==> config.mk <==
export PLATFORM = sky130hd
export DESIGN_NAME = store_buffer
export DESIGN_NICKNAME = d
export VERILOG_FILES = /design/src/rtl/store_buffer.sv
export SDC_FILE = /design/constraint.sdc
export NUM_CORES = 1
export LEC_CHECK = 0
export CAP_MARGIN = 20
export CORE_ASPECT_RATIO = 0.7
export CORE_MARGIN = 8
export CORE_UTILIZATION = 55
export CTS_CLUSTER_SIZE = 16
export DETAILED_ROUTE_END_ITERATION = 16
export PLACE_DENSITY = 0.86
export SETUP_SLACK_MARGIN = 0.15
export SLEW_MARGIN = 20
export SYNTH_ARGS = -nofsm -noshare
export SYNTH_HDL_FRONTEND = slang
export SYNTH_SLANG_ARGS = --single-unit
==> constraint.sdc <==
create_clock -name clk_i -period 9 [get_ports clk_i]
set_input_delay 1.35 -clock clk_i [delete_from_list [all_inputs] [get_ports clk_i]]
set_output_delay 1.35 -clock clk_i [all_outputs]
set_load 0.01 [all_outputs]
==> src/rtl/store_buffer.sv <==
// store_buffer: posted-write FIFO between the pipeline memory stage and a slow
// backing data memory. Stores are queued and drained over a req/ack port.
// Loads are forwarded from the youngest matching buffered store when one exists.
module store_buffer #(
    parameter int unsigned DEPTH  = 4,
    parameter int unsigned DATA_W = 32,
    parameter int unsigned ADDR_W = 32
) (
    input  logic                   clk_i,
    input  logic                   rst_i,
    input  logic                   mem_write_m_i,
    input  logic [ADDR_W-1:0]      alu_out_m_i,
    input  logic [DATA_W-1:0]      write_data_m_i,
    output logic [DATA_W-1:0]      read_data_m_o,
    output logic                   stall_o,
    output logic [ADDR_W-1:0]      mem_rd_addr_o,
    input  logic [DATA_W-1:0]      mem_rd_data_i,
    output logic                   mem_wr_req_o,
    output logic [ADDR_W-1:0]      mem_wr_addr_o,
    output logic [DATA_W-1:0]      mem_wr_data_o,
    input  logic                   mem_wr_ack_i,
    output logic [$clog2(DEPTH):0] count_o,
    output logic                   empty_o
);

    localparam int unsigned PTR_W = $clog2(DEPTH);
    localparam int unsigned CNT_W = PTR_W + 1;

    typedef enum logic {
        IDLE,
        REQ
    } state_t;

    state_t            state_q, state_d;
    logic [ADDR_W-1:0] addr_q [DEPTH];
    logic [DATA_W-1:0] data_q [DEPTH];
    logic [PTR_W-1:0]  wr_ptr_q, wr_ptr_d;
    logic [PTR_W-1:0]  rd_ptr_q, rd_ptr_d;
    logic [CNT_W-1:0]  count_q, count_d;
    logic              full;
    logic              push;
    logic              pop;
    logic [PTR_W-1:0]  rd_idx;

    assign full    = (count_q == CNT_W'(DEPTH));
    // A same-cycle ack does not make room: fullness is judged on the registered count.
    assign push    = mem_write_m_i & ~full;
    assign pop     = (state_q == REQ) & mem_wr_ack_i;
    assign stall_o = mem_write_m_i & full;

    assign count_o       = count_q;
    assign empty_o       = (count_q == '0);
    assign mem_rd_addr_o = alu_out_m_i;
    assign mem_wr_addr_o = addr_q[rd_ptr_q];
    assign mem_wr_data_o = data_q[rd_ptr_q];

    // Next pointer and occupancy values from this cycle's push/pop.
    always_comb begin
        wr_ptr_d = wr_ptr_q;
        rd_ptr_d = rd_ptr_q;
        count_d  = count_q;
        if (push) begin
            wr_ptr_d = wr_ptr_q + PTR_W'(1);
        end
        if (pop) begin
            rd_ptr_d = rd_ptr_q + PTR_W'(1);
        end
        case ({push, pop})
            2'b10:   count_d = count_q + CNT_W'(1);
            2'b01:   count_d = count_q - CNT_W'(1);
            default: count_d = count_q;
        endcase
    end

    // Pointer and occupancy registers; reset discards every pending store.
    always_ff @(posedge clk_i) begin
        if (rst_i) begin
            wr_ptr_q <= '0;
            rd_ptr_q <= '0;
            count_q  <= '0;
        end else begin
            wr_ptr_q <= wr_ptr_d;
            rd_ptr_q <= rd_ptr_d;
            count_q  <= count_d;
        end
    end

    // Entry storage; written on enqueue only, never cleared.
    always_ff @(posedge clk_i) begin
        if (push) begin
            addr_q[wr_ptr_q] <= alu_out_m_i;
            data_q[wr_ptr_q] <= write_data_m_i;
        end
    end

    // Drain FSM state register.
    always_ff @(posedge clk_i) begin
        if (rst_i) begin
            state_q <= IDLE;
        end else begin
            state_q <= state_d;
        end
    end

    // Drain FSM next state and write request: IDLE waits for a registered non-empty
    // count, REQ holds the head until ack and stays while entries remain.
    always_comb begin
        state_d      = state_q;
        mem_wr_req_o = 1'b0;
        case (state_q)
            IDLE: begin
                if (count_q != '0) begin
                    state_d = REQ;
                end
            end
            REQ: begin
                mem_wr_req_o = 1'b1;
                if (count_d == '0) begin
                    state_d = IDLE;
                end
            end
            default: state_d = IDLE;
        endcase
    end

    // Load forwarding: scan valid entries oldest to youngest so the youngest match wins.
    always_comb begin
        read_data_m_o = mem_rd_data_i;
        rd_idx        = '0;
        for (int unsigned i = 0; i < DEPTH; i++) begin
            rd_idx = rd_ptr_q + PTR_W'(i);
            if ((CNT_W'(i) < count_q) &&
                (addr_q[rd_idx][ADDR_W-1:2] == alu_out_m_i[ADDR_W-1:2])) begin
                read_data_m_o = data_q[rd_idx];
            end
        end
    end

endmodule

# Yosys cells after proc, flatten, opt, wreduce, memory -nomap -nowiden
# Memory sizes are Yosys's and may differ from the RTL's. A register that Yosys moved wholly into a read port is not among the register bits.
# Index checks and enable logic that the tools add are counted.
dict set report word_totals {
  ff_bits 8
  ram_bits 256
  input_bits 100
  out_inout_bits 134
  mem_count 2
}
# name words width rd rd_clocked_by_memory_dff write_ports line
set memory_table {}
lappend memory_table {addr_q 4 32 4 1 1 35} ;# logic [ADDR_W-1:0] addr_q [DEPTH];
lappend memory_table {data_q 4 32 4 1 1 36} ;# logic [DATA_W-1:0] data_q [DEPTH];
dict set report op_classes {
  n_addsub 6
  n_lt_le_gt_ge 4
  eq_ne 7
  n_mux 15
  n_bitwise 5
  n_reduce_logical 7
}
# cell count
set op_table {}
lappend op_table {{2-to-1 mux 32 bit} 4}
lappend op_table {{== test 30 bit} 4}
lappend op_table {{2-to-1 mux 2 bit} 4}
lappend op_table {{zero test 3 bit} 2}
lappend op_table {{less-than comparator 1 x 3 -> 1 bit, first input constant} 2}
lappend op_table {{less-than comparator 2 x 3 -> 1 bit, first input constant} 2}
lappend op_table {{one-hot mux 3 bit (2 select lines)} 1}
lappend op_table {{2-to-1 mux 1 bit} 5}
lappend op_table {{adder 2 x 1 -> 2 bit, second input constant} 2}
lappend op_table {{adder 2 bit, second input constant} 2}
lappend op_table {{logical AND 1 bit} 4}
lappend op_table {{adder 3 x 1 -> 3 bit, second input constant} 1}
lappend op_table {{bitwise AND 1 bit} 3}
lappend op_table {{== test 3 bit, second input constant} 1}
lappend op_table {{nonzero test 3 bit} 1}
lappend op_table {{subtractor 3 x 1 -> 3 bit, second input constant} 1}
lappend op_table {{== test 2 x 1 -> 1 bit, second input constant} 1}
lappend op_table {{== test 2 bit, second input constant} 1}
lappend op_table {{NOT 1 bit} 2}
lappend op_table {{one-hot mux 1 bit (2 select lines)} 1}

# Longest topological paths before layout
# Gate-level depths: netlist of run 1.
dict set report logic_depth {
  word_depth 8
  ltp_mapped 14
  mapped_depth_nobuf 10
}

# Worst setup path before layout of run 1
# Ideal clock, no wire load.
dict set report synth_timing {
  kind {in2out}
  start {in alu_out_m_i[14]}
  end {out read_data_m_o[10]}
  arrival_time_ns 3.625
  required_ns 7.650
  setup_slack_ns 4.025
  path_stages 10
  path_buffers 3
  path_cell_list {clkbuf_1 -> xnor2_1 -> nor3_1 -> a31oi_1 -> or4_4 -> nor4b_4 -> buf_6 -> buf_6 -> nand2_1 -> a21oi_1}
}
dict set report synth_via {
  elab_chain_cells 6
  word_cells_on_any_way 12
}
# item line
set synth_lines {}
lappend synth_lines {{from (decl)} 12} ;# input logic [ADDR_W-1:0] alu_out_m_i,
lappend synth_lines {{== test 30 bit} 133} ;# (addr_q[rd_idx][ADDR_W-1:2] == alu_out_m_i[ADDR_W-1:2])) begin
lappend synth_lines {{logical AND 1 bit} 132} ;# if ((CNT_W'(i) < count_q) &&
lappend synth_lines {{2-to-1 mux 32 bit (3 in a row)} 132}
lappend synth_lines {{2-to-1 mux 32 bit (*)} 132}
lappend synth_lines {{to (decl)} 14} ;# output logic [DATA_W-1:0] read_data_m_o,
# Every way passes the cells marked *; elsewhere a longest branch is shown, timed or not.

# Worst setup path after layout of run 1
dict set report layout_timing {
  start {reg rd_ptr_q[0]}
  end {out read_data_m_o[1]}
}
dict set report layout_via {
  elab_chain_cells 7
  word_cells_on_any_way 14
}
# item line
set layout_lines {}
lappend layout_lines {{from (decl)} 38} ;# logic [PTR_W-1:0] rd_ptr_q, rd_ptr_d;
lappend layout_lines {{from (signal assigned)} 83} ;# rd_ptr_q <= rd_ptr_d;
lappend layout_lines {{adder 2 x 1 -> 2 bit} 131} ;# rd_idx = rd_ptr_q + PTR_W'(i);
lappend layout_lines {{memory read (4 x 32 bit)} -}
lappend layout_lines {{== test 30 bit} 133}
lappend layout_lines {{logical AND 1 bit} 132}
lappend layout_lines {{2-to-1 mux 32 bit (2 in a row)} 132}
lappend layout_lines {{2-to-1 mux 32 bit (*)} 132}
# Marked as above.

==> impl_metrics.tcl, run 1 <==
set metrics [dict create \
    yosysSeqAreaShare_pct 44.4 \
    route.final.wire_length_mm 54.7 \
    nNetsFinal 1630 \
    p_per_area_mw_per_mm2 163 \
    drv_slew 0 \
    first_iter_violations 1975 \
    synth_area_leaders "edfxtp_1, mux4_2, mux2i_1" \
    clkPwrFrac_pct 35.4 \
    slowest_stage "dfxtp_4" \
    tightest_slew_ns 1.15 \
    via_count 13600 \
    coreArea_mm2 0.0321 \
    finalHoldViolCount 0 \
    pwr-share-comb_pct 21.0 \
    regArea_mm2 0.00790 \
    chipHeight_um 166 \
    rows 55 \
    status "complete, no violations" \
    cts_resized 0 \
    hold_class "flip-flop to flip-flop" \
    p_total_mw 3.41 \
    worst-path-max-fanout 42 \
    clkTransAtPathRegs_ns 0.06 \
    power_switching_uw 911 \
    internal_power_mw 2.50 \
    max_freq_mhz 136 \
    portBuffers 233 \
    cp.arrival_ns 6.00 \
    synth_cells 1402 \
    postCtsSetupBuffers 0 \
    netlist.area_leader.share_pct 43.3 \
    timing.slew.headroom_pct 23.3 \
    antenna_left 0 \
    crit_required_ns 7.65 \
    ys_warn_count 0 \
    gp_congestion 0.971 \
    critPathMostFrequentCell "buf_4" \
    ys_dominant_reg_cell "edfxtp_1" \
    cts.hold.buffers_added 0 \
    rsz0062_at_grt "false" \
    cp_slowest_stage_delay_ns 0.88 \
    async_flop_share_pct 0 \
    vias_per_cell 6.92 \
    min_period_ns 7.35 \
    clock_latency_ns 0.55 \
    seqPwrFrac_pct 43.6 \
    yosysTopAreaCell "edfxtp_1" \
    synth_cell_types 62 \
    start_util_pct 55.4 \
    grt_pass1_wl_mm 82.8 \
    setup_tns_ns 0 \
    multi_input_area_mm2 0.00903 \
    die_x_um 231 \
    avgSynthCellArea_um2 12.7 \
    layout-drive-gt1-share_pct 18.7 \
    setup_slack_ns 1.65 \
    grt_max_degree 117 \
    maxCapViolCount 0 \
    wl_per_cell_um 27.8 \
    dieArea_mm2 0.0384 \
    overflow 0 \
    cp-end-kind "primary output" \
    antenna_found_initial 1 \
    drc_errors 0 \
    power.share.switching_pct 26.7 \
    grt_pass1_vias 13600 \
    path_cells "buf_4 > mux4_2 > xnor2_1 > nand4_1 > a2111o_1 > buf_4 > nor2_1 > nor4b_4 > buf_4 > nor4_1 > a21oi_1 > clkdlybuf4s50_1" \
    detailed_place_hpwl_mm 36.6 \
    vdd.ir_drop.worst_mv 0.153 \
    io_pins 234 \
    finClkSkew_ns 0.0176 \
    start_kind "flip-flop" \
    htree_levels 1 \
    root_buffer "clkbuf_16" \
    setup-violations-final 0 \
    syn2layout_area_growth_pct 18.2 \
    grt_usage_pct 27.6 \
    fillers 2375 \
    syn_area_mm2 0.0178 \
    synth-seq-cells 266 \
    pre_cts_slack_ns 1.91 \
    clock_path_buffers 3 \
    critical_path_class "flip-flop to primary output" \
    power.leakage_nw 6.37 \
    postLayoutCoreUtil_pct 65.5 \
    min_period_over_period_pct 81.7 \
    cts.sinks 266 \
    synth_nets 1511 \
    cts_tree "built" \
    detailedRoute.firstPassIterationCount 7 \
    cts_inserted_buffers 27 \
    synth_edf_count 256 \
]
-- critical path, delay by kind of cell, from the launching register on --
kind	cells	cell delay, ns
buf+inv	4	1.75
simple gates	4	1.30
flops	1	0.88
mux	1	0.56
compound gates	2	0.53
xor+xnor	1	0.37
-- layout by cell type (no fill, tap or decap), types with 8 or more instances in the layout --
cell type | Yosys | layout
nand2_1 | 85 | 85
mux2_2 | 67 | 67
xnor2_1 | 80 | 80
nor4_1 | 69 | 69
nor2_1 | 62 | 61
a22oi_1 | 8 | 8
inv_1 | 12 | 12
xor2_1 | 26 | 26
buf_4 | 40 | 23
mux4_2 | 134 | 134
o21ai_0 | 42 | 42
ha_1 | 9 | 9
mux2i_1 | 118 | 118
a21oi_1 | 84 | 84
edfxtp_1 | 256 | 256
clkdlybuf4s50_1 | 0 | 233
nor3_1 | 37 | 37
clkbuf_16 | 0 | 27
nand4_1 | 15 | 15
a311o_1 | 32 | 32
-- routing by layer --
| metal | part of all wire [%] | vias up | global-route usage [%] | wire length [um] |
|---|---|---|---|---|
| met5 | 0.024 | - | 0 | 13 |
| met4 | 2.2 | 2 | 6.35 | 1180 |
| met3 | 13 | 117 | 8.02 | 7230 |
| met2 | 46 | 960 | 42.8 | 25100 |
| met1 | 39 | 6776 | 38.2 | 21200 |
| li1 | - | 5786 | - | - |
-- stage by stage --
| step | std cells | cell area (um^2) | hold WS (ns) |
|---|---|---|---|
| floorplan | 1402 | 17800 | 0.509 |
| global placement | 1919 | 20100 | 0.487 |
| detailed placement | 1919 | 20100 | 0.504 |
| CTS | 1968 | 21000 | 0.518 |
| global route | 1968 | 21000 | 0.546 |
| finish | 1970 | 21000 | 0.509 |
-- sequential cells by signal, indices dropped and copies added (netlist names), named ones only --
signal	cells
count_o	3
state_q	1
addr_q	128
data_q	128
wr_ptr_q	2
rd_ptr_q	2
-- Yosys cell counts, types with 3 or more instances --
cell type,count
a2111oi_0,5
a21oi_1,84
a221o_1,4
a221oi_1,3
a22oi_1,8
a311o_1,32
and2_1,6
buf_1,14
buf_2,22
buf_4,40
buf_6,6
clkbuf_1,86
dfxtp_1,10
edfxtp_1,256
ha_1,9
inv_1,12
mux2_2,67
mux2i_1,118
mux4_2,134
nand2_1,85
nand3_1,5
nand4_1,15
nor2_1,62
nor2b_1,4
nor3_1,37
nor4_1,69
o2111ai_1,4
o21ai_0,42
o221ai_1,6
o22ai_1,7
or2_2,3
or3_1,3
or4_1,4
xnor2_1,80
xor2_1,26
-- layout make-up --
cell class	count	area share [%]
inverters	13	0.232
clock buffers	32	3.31
diodes	2	0.0238
multi-input cells	955	43.0
flip-flops and latches	266	37.6
repair buffers	258	12.1
well taps	427	2.54
clock inverters	17	1.16
-- kinds of logic after synthesis --
family / after synthesis / share of synthesized area, %
muxes: 320 / 28.0
buffers and inverters: 181 / 5.08
AOI/OAI and AO/OA: 218 / 8.16
xor gates and xnor gates: 106 / 5.23
adders and majority gates: 9 / 0.634
and+or+nand+nor: 302 / 8.54
DFF: 266 / 44.4
-- power by group through the flow --
| stage | Sequential [mW] | Clock [mW] | Combinational, mW |
|---|---|---|---|
| 6_report | 1.49 | 1.21 | 0.719 |
| 5_1_grt | 1.49 | 1.27 | 0.758 |
| 3_3_place_gp | 1.50 | 0 | 0.695 |
| 4_1_cts | 1.49 | 1.22 | 0.713 |
| 3_5_place_dp | 1.51 | 0 | 0.707 |
| 2_1_floorplan | 1.48 | 0 | 0.450 |
-- worst paths after layout --
check / from / end / slack (ns) / cells past startpoint
max reg2reg: count_o[0] / addr_q[0][16] / 5.86 / 5
min reg2reg: state_q / state_q / 0.51 / 2
max: rd_ptr_q[0] / read_data_m_o[1] / 1.65 / 12
min: state_q / state_q / 0.51 / 2
Note: power is estimated with default switching activity, not from simulation.
==> run 2: changes to the inputs <==
==> constraint.sdc (replaced) <==
create_clock -name clk_i -period 7.5 [get_ports clk_i]
set_input_delay 1.125 -clock clk_i [delete_from_list [all_inputs] [get_ports clk_i]]
set_output_delay 1.125 -clock clk_i [all_outputs]
set_load 0.01 [all_outputs]
==> impl_metrics.tcl, run 2 (synthesized netlist as in run 1, its figures left out) <==
set metrics [dict create \
    fin_cells 1977 \
    setup-violations-final 0 \
    cp.arrival_ns 5.62 \
    rows 55 \
    syn2layout_area_growth_pct 18.5 \
    dpl.cell_count 1925 \
    detailed_place_hpwl_mm 36.3 \
    setup_tns_ns 0 \
    power.leakage_nw 6.40 \
    cp_slowest_stage_delay_ns 0.61 \
    p_per_area_mw_per_mm2 191 \
    gp_congestion 1.04 \
    first_iter_violations 1702 \
    overflow 0 \
    via_count 13800 \
    start_kind "flip-flop" \
    rsz0062_at_grt "false" \
    cp-end-kind "primary output" \
    clkTransAtPathRegs_ns 0.07 \
    io_pins 234 \
    finalHoldViolCount 0 \
    worst-path-max-fanout 50 \
    cts_tree "built" \
    chipHeight_um 166 \
    pre_cts_slack_ns 0.984 \
    dieArea_mm2 0.0384 \
    slowest_stage "clkdlybuf4s50_1" \
    holdPathEnd "state_q" \
    timing.slew.headroom_pct 25.9 \
    start_util_pct 55.4 \
    worst-r2r-setup-slack_ns 4.36 \
    max_freq_mhz 148 \
    route.final.wire_length_mm 54.2 \
    postLayoutCoreUtil_pct 65.7 \
    critical_path_class "flip-flop to primary output" \
    layout-drive-gt1-share_pct 18.9 \
    final_cell_mix "edfxtp_1, clkdlybuf4s50_1, mux4_2" \
    nNetsFinal 1638 \
    r2r-end "addr_q[0][16]" \
    internal_power_mw 2.93 \
    fillers 2337 \
    grt_max_degree 102 \
    place_area_mm2 0.0201 \
    vias_per_cell 6.96 \
    postCtsSetupBuffers 0 \
    maxCapViolCount 0 \
    power_switching_mw 1.08 \
    clock_latency_ns 0.56 \
    seqPwrFrac_pct 44.0 \
    cts.sinks 266 \
    portBuffers 233 \
    final_common_cell "edfxtp_1" \
    grt_pass1_vias 13700 \
    clock_path_buffers 3 \
    min_from "state_q" \
    min_path_cells 2 \
    min_period_over_period_pct 89.9 \
    hold_class "flip-flop to flip-flop" \
    wl_per_cell_um 27.4 \
    cts_resized 0 \
    timing.rr.start "count_o[0]" \
    htree_levels 1 \
    design_area_mm2 0.0211 \
    min_period_ns 6.75 \
    root_buffer "clkbuf_16" \
    die_x_um 231 \
    setup_slack_ns 0.754 \
    clkPwrFrac_pct 34.0 \
    antenna_found_initial 3 \
    crit_required_ns 6.38 \
    path_cells "buf_12 > buf_4 > mux4_2 > xnor2_1 > nand4_1 > a2111o_1 > buf_4 > nor2_1 > nor4b_4 > buf_4 > nor4_1 > a21oi_1 > clkdlybuf4s50_1" \
    cts_inserted_buffers 27 \
    grt_pass1_wl_mm 82.8 \
    grt_usage_pct 27.2 \
    drv_slew 0 \
    drc_errors 0 \
    status "complete, no violations" \
    detailedRoute.firstPassIterationCount 6 \
    tightest_slew_ns 1.11 \
    critPathMostFrequentCell "buf_4" \
    vdd.ir_drop.worst_mv 0.169 \
    reg2regPathDepth 5 \
    cts.hold.buffers_added 0 \
    antenna_left 0 \
    finClkSkew_ns 0.0119 \
    coreArea_mm2 0.0321 \
    pwr-share-comb_pct 21.9 \
    power.share.switching_pct 27.0 \
]
## run 2: changes by cell type in the layout (fill, tap and decap cells not counted), sizes merged
| cell | before | now |
|---|---|---|
| clkbuf | 32 | 31 |
| clkinv | 9 | 13 |
| bufinv | 6 | 4 |
| diode | 2 | 1 |
| clkinvlp | 2 | 1 |
| buf | 25 | 33 |
## run 2: area by class of cell
cell class	count	area [um^2]	share of cell area, %
diodes	1	2.50	0.0119
well taps	427	534	2.54
inverters	13	48.8	0.232
flip-flops and latches	266	7900	37.5
clock inverters	18	191	0.909
multi-input cells	955	9030	42.9
repair buffers	266	2650	12.6
clock buffers	31	691	3.28
## run 2: worst max-delay path by stage
stage	from	to	slack, ns	depth (start not counted)
5_1_grt	rd_ptr_q[0]	read_data_m_o[28]	0.62	13
4_1_cts	rd_ptr_q[0]	read_data_m_o[28]	0.83	13
6_report	rd_ptr_q[0]	read_data_m_o[28]	0.75	13
3_3_place_gp	alu_out_m_i[4]	read_data_m_o[21]	1.04	11
3_5_place_dp	alu_out_m_i[17]	read_data_m_o[30]	0.98	10
2_1_floorplan	alu_out_m_i[14]	read_data_m_o[10]	2.98	10
## run 2: critical path: cells and delay by family (launching register included)
kind	cells	cell delay [ns]
AO/OA/AOI/OAI	2	0.67
multiplexers	1	0.58
XOR/XNOR	1	0.36
flip-flops	1	0.52
AND/OR/NAND/NOR	4	0.64
buffers and inverters	5	2.21
## run 2: power groups by stage
stage                     clock [mW]  combinational [mW]  sequential [mW]
after floorplan                    0               0.540             1.77
after global placement             0               0.850             1.79
after detailed placement           0               0.862             1.80
after CTS                       1.39               0.870             1.77
after global routing            1.45               0.928             1.78
final                           1.37               0.881             1.77
## run 2: metrics by stage
stage,power [mW],hold slack [ns]
6_report,4.02,0.505
5_1_grt,4.15,0.543
4_1_cts,4.03,0.510
3_5_place_dp,2.66,0.494
3_3_place_gp,2.64,0.489
2_1_floorplan,2.31,0.509
## run 2: metal layers
layer  up-vias  track usage [%]  share of wire [%]
li1       5812                -                  -
met1      6815             37.6                 39
met2      1019             41.0                 45
met3       109             8.43                 13
met4         4             7.97                2.8
met5         -                0              0.044
